### config.mk
export PLATFORM = sky130hd
export DESIGN_NAME = placement_eval_flat
export DESIGN_NICKNAME = d
export VERILOG_FILES = /design/src/rtl/placement_eval_pkg.sv /design/src/rtl/placement_eval_if.sv /design/src/rtl/placement_eval_edge_cost.sv /design/src/rtl/placement_eval.sv /design/src/flat_wrapper.sv
export SDC_FILE = /design/constraint.sdc
export NUM_CORES = 2
export LEC_CHECK = 0
export BUFFER_PORTS_ARGS = -buffer_cell sky130_fd_sc_hd__buf_4
export CELL_PAD_IN_SITES_DETAIL_PLACEMENT = 1
export CELL_PAD_IN_SITES_GLOBAL_PLACEMENT = 1
export CORE_ASPECT_RATIO = 0.7
export CORE_MARGIN = 4
export CORE_UTILIZATION = 41
export DETAILED_ROUTE_END_ITERATION = 16
export PLACE_DENSITY = 0.79
export SLEW_MARGIN = 20
export SYNTH_ARGS = -nofsm -noshare
export SYNTH_HDL_FRONTEND = slang
export SYNTH_SLANG_ARGS = --single-unit
export TNS_END_PERCENT = 30
### constraint.sdc
create_clock -name clk -period 19 [get_ports clk]
set_input_delay 5.7 -clock clk [delete_from_list [all_inputs] [get_ports clk]]
set_output_delay 5.7 -clock clk [all_outputs]
set_load 0.01 [all_outputs]
### src/rtl/placement_eval_pkg.sv
// Shared constants, FSM state encoding and edge classification for the
// post-placement wirelength evaluator.
package placement_pkg;

   localparam int GRID_N   = 7;
   localparam int MEM_W    = 32;
   localparam int COUNT_W  = 16;
   localparam int UNPLACED = -1;

   // Numbered explicitly so debug dumps line up with the placement FSM's style.
   typedef enum logic [3:0] {
      S_IDLE   = 4'd0,
      S_E_REQ  = 4'd1,
      S_E_WAIT = 4'd2,
      S_A_REQ  = 4'd3,
      S_A_WAIT = 4'd4,
      S_B_REQ  = 4'd5,
      S_B_WAIT = 4'd6,
      S_CALC   = 4'd7,
      S_ACC    = 4'd8,
      S_DONE   = 4'd9
   } state_t;

   typedef enum logic [1:0] {
      CLS_VALID    = 2'd0,
      CLS_UNPLACED = 2'd1,
      CLS_BAD      = 2'd2
   } edge_class_t;

endpackage

### src/rtl/placement_eval_if.sv
// Read ports of the edge ROMs (A/B endpoints) and the pos_X/pos_Y RAMs.
// Handshake: a strobe is high for one cycle with its address; dout is valid
// from the next rising edge and held until the next read on that port.
interface placement_eval_if #(
   parameter int W = placement_pkg::MEM_W
);
   logic         reEA, reEB, rePX, rePY;
   logic [W-1:0] addrEA, addrEB, addrPX, addrPY;
   logic [W-1:0] doutEA, doutEB, doutPX, doutPY;

   modport master (
      output reEA, reEB, rePX, rePY,
      output addrEA, addrEB, addrPX, addrPY,
      input  doutEA, doutEB, doutPX, doutPY
   );

   modport slave (
      input  reEA, reEB, rePX, rePY,
      input  addrEA, addrEB, addrPX, addrPY,
      output doutEA, doutEB, doutPX, doutPY
   );
endinterface

### src/rtl/placement_eval_edge_cost.sv
// Combinational per-edge cost: Manhattan length, 1-hop term and the
// valid/unplaced/bad classification of the two endpoint coordinates.
module edge_cost
   import placement_pkg::*;
#(
   parameter int N = GRID_N,
   parameter int W = MEM_W
) (
   input  logic [W-1:0] ax,
   input  logic [W-1:0] ay,
   input  logic [W-1:0] bx,
   input  logic [W-1:0] by,
   output logic [W-1:0] len,
   output logic [W-1:0] hop,
   output edge_class_t  cls
);

   logic [W-1:0] dx_raw, dy_raw, dx, dy;
   logic         any_unplaced, any_bad;

   // Negative or at/after the grid edge; -1 is filtered out earlier by priority.
   function automatic logic off_grid(input logic [W-1:0] c);
      return c[W-1] || (c >= W'(N));
   endfunction

   always_comb begin
      dx_raw = ax - bx;
      dy_raw = ay - by;
      dx     = dx_raw[W-1] ? (~dx_raw + W'(1)) : dx_raw;
      dy     = dy_raw[W-1] ? (~dy_raw + W'(1)) : dy_raw;
      len    = dx + dy;
      // ceil(d/2) per axis; coincident endpoints deliberately give -1.
      hop    = (dx >> 1) + W'(dx[0]) + (dy >> 1) + W'(dy[0]) - W'(1);

      any_unplaced = (ax == W'(UNPLACED)) || (ay == W'(UNPLACED)) ||
                     (bx == W'(UNPLACED)) || (by == W'(UNPLACED));
      any_bad      = off_grid(ax) || off_grid(ay) || off_grid(bx) || off_grid(by);

      if (any_unplaced)
         cls = CLS_UNPLACED;
      else if (any_bad)
         cls = CLS_BAD;
      else
         cls = CLS_VALID;
   end

endmodule

### src/rtl/placement_eval.sv
// Walks the edge list after placement, fetching endpoints and their positions,
// and accumulates wirelength statistics. Eight cycles per edge.
module placement_eval
   import placement_pkg::*;
#(
   parameter int N     = GRID_N,
   parameter int W     = MEM_W,
   parameter int CNT_W = COUNT_W
) (
   input  logic             clk,
   input  logic             reset,
   input  logic             start,
   input  logic [CNT_W-1:0] edge_count,
   output logic             busy,
   output logic             done,
   placement_eval_if.master mem,
   output logic [W-1:0]     sum,
   output logic [W-1:0]     sum_1hop,
   output logic [W-1:0]     max_len,
   output logic [CNT_W-1:0] unplaced_cnt,
   output logic [CNT_W-1:0] bad_cnt,
   output state_t           state_dbg
);

   state_t           state, next_state;
   logic [CNT_W-1:0] i, i_next, count_q;
   logic             last_edge;
   logic [W-1:0]     b_q, ax_q, ay_q, bx_q, by_q;
   logic [W-1:0]     len_q, hop_q;
   edge_class_t      cls_q;
   logic [W-1:0]     cost_len, cost_hop;
   edge_class_t      cost_cls;

   assign state_dbg = state;
   assign i_next    = i + CNT_W'(1);
   assign last_edge = (i_next == count_q);

   edge_cost #(.N(N), .W(W)) u_edge_cost (
      .ax  (ax_q),
      .ay  (ay_q),
      .bx  (bx_q),
      .by  (by_q),
      .len (cost_len),
      .hop (cost_hop),
      .cls (cost_cls)
   );

   always_ff @(posedge clk or posedge reset) begin
      if (reset)
         state <= S_IDLE;
      else
         state <= next_state;
   end

   always_comb begin
      next_state = state;
      unique case (state)
         S_IDLE:   if (start) next_state = (edge_count == '0) ? S_DONE : S_E_REQ;
         S_E_REQ:  next_state = S_E_WAIT;
         S_E_WAIT: next_state = S_A_REQ;
         S_A_REQ:  next_state = S_A_WAIT;
         S_A_WAIT: next_state = S_B_REQ;
         S_B_REQ:  next_state = S_B_WAIT;
         S_B_WAIT: next_state = S_CALC;
         S_CALC:   next_state = S_ACC;
         S_ACC:    next_state = last_edge ? S_DONE : S_E_REQ;
         S_DONE:   next_state = S_IDLE;
         default:  next_state = S_IDLE;
      endcase
   end

   // Strobes are launched on the edge entering the *_REQ state, so each is
   // high for exactly the REQ cycle and data lands in the following WAIT.
   always_ff @(posedge clk or posedge reset) begin
      if (reset) begin
         busy         <= 1'b0;
         done         <= 1'b0;
         sum          <= '0;
         sum_1hop     <= '0;
         max_len      <= '0;
         unplaced_cnt <= '0;
         bad_cnt      <= '0;
         i            <= '0;
         count_q      <= '0;
         b_q          <= '0;
         ax_q         <= '0;
         ay_q         <= '0;
         bx_q         <= '0;
         by_q         <= '0;
         len_q        <= '0;
         hop_q        <= '0;
         cls_q        <= CLS_VALID;
         mem.reEA     <= 1'b0;
         mem.reEB     <= 1'b0;
         mem.rePX     <= 1'b0;
         mem.rePY     <= 1'b0;
         mem.addrEA   <= '0;
         mem.addrEB   <= '0;
         mem.addrPX   <= '0;
         mem.addrPY   <= '0;
      end else begin
         busy     <= (next_state != S_IDLE);
         done     <= (next_state == S_DONE);
         mem.reEA <= 1'b0;
         mem.reEB <= 1'b0;
         mem.rePX <= 1'b0;
         mem.rePY <= 1'b0;

         case (state)
            S_IDLE: begin
               if (start) begin
                  sum          <= '0;
                  sum_1hop     <= '0;
                  max_len      <= '0;
                  unplaced_cnt <= '0;
                  bad_cnt      <= '0;
                  count_q      <= edge_count;
                  i            <= '0;
                  if (edge_count != '0) begin
                     mem.reEA   <= 1'b1;
                     mem.reEB   <= 1'b1;
                     mem.addrEA <= '0;
                     mem.addrEB <= '0;
                  end
               end
            end
            S_E_WAIT: begin
               b_q        <= mem.doutEB;
               mem.rePX   <= 1'b1;
               mem.rePY   <= 1'b1;
               mem.addrPX <= mem.doutEA;
               mem.addrPY <= mem.doutEA;
            end
            S_A_WAIT: begin
               ax_q       <= mem.doutPX;
               ay_q       <= mem.doutPY;
               mem.rePX   <= 1'b1;
               mem.rePY   <= 1'b1;
               mem.addrPX <= b_q;
               mem.addrPY <= b_q;
            end
            S_B_WAIT: begin
               bx_q <= mem.doutPX;
               by_q <= mem.doutPY;
            end
            S_CALC: begin
               len_q <= cost_len;
               hop_q <= cost_hop;
               cls_q <= cost_cls;
            end
            S_ACC: begin
               case (cls_q)
                  CLS_VALID: begin
                     sum      <= sum + len_q - W'(1);
                     sum_1hop <= sum_1hop + hop_q;
                     if (len_q > max_len)
                        max_len <= len_q;
                  end
                  CLS_UNPLACED: unplaced_cnt <= unplaced_cnt + CNT_W'(1);
                  default:      bad_cnt      <= bad_cnt + CNT_W'(1);
               endcase
               i <= i_next;
               if (!last_edge) begin
                  mem.reEA   <= 1'b1;
                  mem.reEB   <= 1'b1;
                  mem.addrEA <= W'(i_next);
                  mem.addrEB <= W'(i_next);
               end
            end
            default: ;
         endcase
      end
   end

endmodule

### src/flat_wrapper.sv
// flat-port wrapper written by rule: the top's interface ports become plain ports
module placement_eval_flat import placement_pkg::*;
#(
   parameter int N     = GRID_N,
   parameter int W     = MEM_W,
   parameter int CNT_W = COUNT_W
)
  (clk, reset, start, edge_count, busy, done, sum, sum_1hop, max_len, unplaced_cnt, bad_cnt, state_dbg, mem_reEA, mem_reEB, mem_rePX, mem_rePY, mem_addrEA, mem_addrEB, mem_addrPX, mem_addrPY, mem_doutEA, mem_doutEB, mem_doutPX, mem_doutPY);
  placement_eval_if #(.W(W)) mem_i ();
  input  logic clk;
  input  logic reset;
  input  logic start;
  input  logic [CNT_W-1:0] edge_count;
  output logic busy;
  output logic done;
  output logic [W-1:0] sum;
  output logic [W-1:0] sum_1hop;
  output logic [W-1:0] max_len;
  output logic [CNT_W-1:0] unplaced_cnt;
  output logic [CNT_W-1:0] bad_cnt;
  output state_t state_dbg;
  output wire logic [$bits(mem_i.reEA)-1:0] mem_reEA;
  output wire logic [$bits(mem_i.reEB)-1:0] mem_reEB;
  output wire logic [$bits(mem_i.rePX)-1:0] mem_rePX;
  output wire logic [$bits(mem_i.rePY)-1:0] mem_rePY;
  output wire logic [$bits(mem_i.addrEA)-1:0] mem_addrEA;
  output wire logic [$bits(mem_i.addrEB)-1:0] mem_addrEB;
  output wire logic [$bits(mem_i.addrPX)-1:0] mem_addrPX;
  output wire logic [$bits(mem_i.addrPY)-1:0] mem_addrPY;
  input wire logic [$bits(mem_i.doutEA)-1:0] mem_doutEA;
  input wire logic [$bits(mem_i.doutEB)-1:0] mem_doutEB;
  input wire logic [$bits(mem_i.doutPX)-1:0] mem_doutPX;
  input wire logic [$bits(mem_i.doutPY)-1:0] mem_doutPY;
  assign mem_reEA = mem_i.reEA;
  assign mem_reEB = mem_i.reEB;
  assign mem_rePX = mem_i.rePX;
  assign mem_rePY = mem_i.rePY;
  assign mem_addrEA = mem_i.addrEA;
  assign mem_addrEB = mem_i.addrEB;
  assign mem_addrPX = mem_i.addrPX;
  assign mem_addrPY = mem_i.addrPY;
  assign mem_i.doutEA = mem_doutEA;
  assign mem_i.doutEB = mem_doutEB;
  assign mem_i.doutPX = mem_doutPX;
  assign mem_i.doutPY = mem_doutPY;
  placement_eval #(.N(N), .W(W), .CNT_W(CNT_W)) u_core (.clk(clk), .reset(reset), .start(start), .edge_count(edge_count), .busy(busy), .done(done), .mem(mem_i), .sum(sum), .sum_1hop(sum_1hop), .max_len(max_len), .unplaced_cnt(unplaced_cnt), .bad_cnt(bad_cnt), .state_dbg(state_dbg));
endmodule
==> impl_results.md <==
- CTS buffer count: 48
- Num rows: 85
- Clock buffer depth: 3
- Setup repair bufs after CTS: 0
- Synth Flop Type: dfrtp_1
- Die height: 243 um
- Vias: 27833
- Post-route ant nets: 0
- Final hold vios: 0
- Synthesized cell area: 32200 um2
- Initial Util: 41.6%
- CP Max Fanout: 18
- Critical path class: reg2reg
- Largest family of logic cells by synthesized area: compound AO/OA/AOI/OAI gates
- DR iter-0 viols: 1819
- Critical path's top delay family: compound AO/OA/AOI/OAI gates
- Clk_skew: 0.0317 ns
- P&R area growth vs syn: 15.7%
- CP startpoint kind: flop
- Min Hold Slack: 0.479 ns
- DR WL/cell: 20.7 um
- Compound-Gate Fraction of Synth Area: 17.1%
- Initial antenna violation count: 3
- Final setup fails: 0
- Final WL: 104000 um
- Slew margin rel.: 24.0%
- Async set-reset flop share out of synthesis: 100%
- Number of global-route vias before repair: 28411
- Fill cells: 9169
- Crit-path slowest cell: o21ai_0
- CTS tree: built
- IO buf count: 380
- Syn Inst Count: 3662
- Yosys cell types: 93
- Die footprint: 83200 um2
- CTS H-tree depth: 2
- RSZ-0062 raised after global routing: false
- Vias per cell: 5.55
- Placeable Area: 77400 um2
- Synthesized-area fraction occupied by adder cells: 11.4%
- Setup_tns: 0 ns
- Fraction of the mapped netlist area in simple logic gates: 15.3%
- Dpl hpwl: 81200 um
- CP Capture Type: flop
- CTS Hold Bufs: 0
- IO Count: 413
- Layout cell share with drive strength beyond 1: 15.8%
- First-pass GRT wire length: 162000 um
- Worst Path Arrival: 8.70 ns
- Status: finished, final reports clean
- Final Cycle Share: 43.3%
- CP max stage delay: 0.75 ns
- Max-cap violation count: 0
- Maximum clock rate: 122 MHz
- CP Buf/Inv Count: 1
- Core Util, Final: 48.2%
- Slew of the pin with the lowest slew margin: 1.11 ns
- # DRC: 0
- Worst-Skew Late Latency: 0.63 ns
- Req. time, crit path: 19.48 ns
- Hold Path Class: reg2reg
- RePlAce Congestion: 0.933
- Slew Limit Fails: 0
- Post-synth EDFFs: 0
- Post-layout nets: 4375
- Mux cell area share after synthesis: 5.60%
- DIE WIDTH: 343 um
- Synthesized flop and latch total: 442
- Total grt overflow: 0
- Cts repair resizes: 0
- Total track usage: 24.2%
- Clock root cell: clkbuf_16
- Post-Synth XOR/XNOR Area: 8.91%
- Clock slew at reported path FFs: 0.07 ns
- Pre-Repair DR Iteration Count: 5
- Final min period: 8.22 ns
- Yosys Warn Count: 0
- Clk sinks: 442
- Syn_area_per_cell: 8.80 um2
- Largest net degree at the start of global routing: 148
- Sequential fraction of the synthesis area: 34.3%
[cells in the mapped netlist, drive strengths merged (9+ instances only)]
master     n  area [um2]
nand2    372        1400
buf      102         699
dfrtp    442       11100
nand3    137         686
a21o     103         773
mux2      99        1110
o31a       9        78.8
o21a      33         248
o211ai    12        95.1
o21ai    332        1660
nand4     55         344
a211oi    19         148
ha       283        3540
clkbuf   103         388
and2      22         140
nor2     162         608
inv      331        1240
or3       19         124
a21oi    174         878
nand2b    29         181
o2bb2ai   18         158
nor3      57         295
nor2b     27         176
and4      12         105
o31ai     23         186
a31oi     29         181
or2       14        87.6
xnor2    168        1470
xor2     159        1400
mux2i     69         691
o21bai    31         233
and3      34         213
a31o       9        78.8
nor4      49         307
[path summary, 6_finish.rpt]
path	from	end	slack, ns	cells after the start
setup / recovery	u_core.by_q[1]$_DFFE_PP0P_	u_core.hop_q[30]$_DFFE_PP0N_	10.78	26
hold / removal	u_core.b_q[2]$_DFFE_PP0P_	u_core.mem.addrPX[2]$_DFFE_PP0N_	0.48	2
setup reg to reg	u_core.by_q[1]$_DFFE_PP0P_	u_core.hop_q[30]$_DFFE_PP0N_	10.78	26
hold reg to reg	u_core.b_q[2]$_DFFE_PP0P_	u_core.mem.addrPX[2]$_DFFE_PP0N_	0.48	2
max in group asynchronous	reset	u_core.mem.addrPX[11]$_DFFE_PP0N_	11.82	4
min in group asynchronous	reset	u_core.sum[4]$_DFFE_PP0P_	5.19	2
[metrics by stage]
step                      area (um2)  worst slack, ns  cells
after global routing           37300            10.08   5017
after global placement         35600            11.01   4931
final                          37300            10.78   5017
after detailed placement       35600            10.99   4931
after floorplan                32300            0.985   3693
after CTS                      37300            10.97   5015
[layout make-up]
cell class                      count  area, um2  share of cell area, %
Antenna cell                        1       2.50                0.00671
Inverter                          331       1250                   3.35
Sequential cell                   442      11100                   29.7
Tap cell                         1044       1310                   3.50
Multi-Input combinational cell   2715      19000                   51.0
Timing Repair Buffer              400       3020                   8.10
Clock inverter                     24        339                  0.909
Clock buffer                       60       1310                   3.51
[layer usage]
layer	up-vias	GRT usage [%]	part of all wire, %
met2	556	37.6	45
met5	-	0	0
met4	0	5.14	2.1
met1	13903	34.8	47
met3	129	4.99	6.1
li1	13245	-	-
[cells by family after synthesis]
| kind of cell | after synthesis |
|---|---|
| and+or+nand+nor | 1021 |
| adders and majority gates | 290 |
| other | 1 |
| muxes | 168 |
| AOI/OAI and AO/OA | 877 |
| xor gates and xnor gates | 327 |
| buffers and inverters | 536 |
| DFF | 442 |
[sequential cells by signal, indices dropped and copies added, names as in the netlist, 32 cells and up]
name               flops
u_core.ax_q           32
u_core.ay_q           32
u_core.b_q            32
u_core.bx_q           32
u_core.by_q           32
u_core.hop_q          32
u_core.len_q          32
u_core.max_len        32
u_core.mem.addrPX     32
u_core.sum            32
u_core.sum_1hop       32
[tightest hold or removal path: stages (launching register included)]
cell	delay [ns]
dfrtp_1	0.34
nand2_1	0.05
o21ai_0	0.06
[cells in the final DEF (no fill, tap or decap), types with 32 or more instances in the layout]
master	count
mux2i_1	69
clkbuf_16	49
nand2_1	370
xnor2_1	168
mux2_2	99
o21ai_0	329
nor3_1	51
and3_1	33
dfrtp_1	442
ha_1	283
nand3_1	136
conb_1	32
xor2_1	158
a21o_1	103
o21a_1	33
inv_1	330
nor4_1	49
buf_4	398
nor2_1	161
a21oi_1	172
nand4_1	55
Power is left out: the tool's default activity adds up to more than one toggle a clock period on the data nets, which glitch-free logic cannot reach.
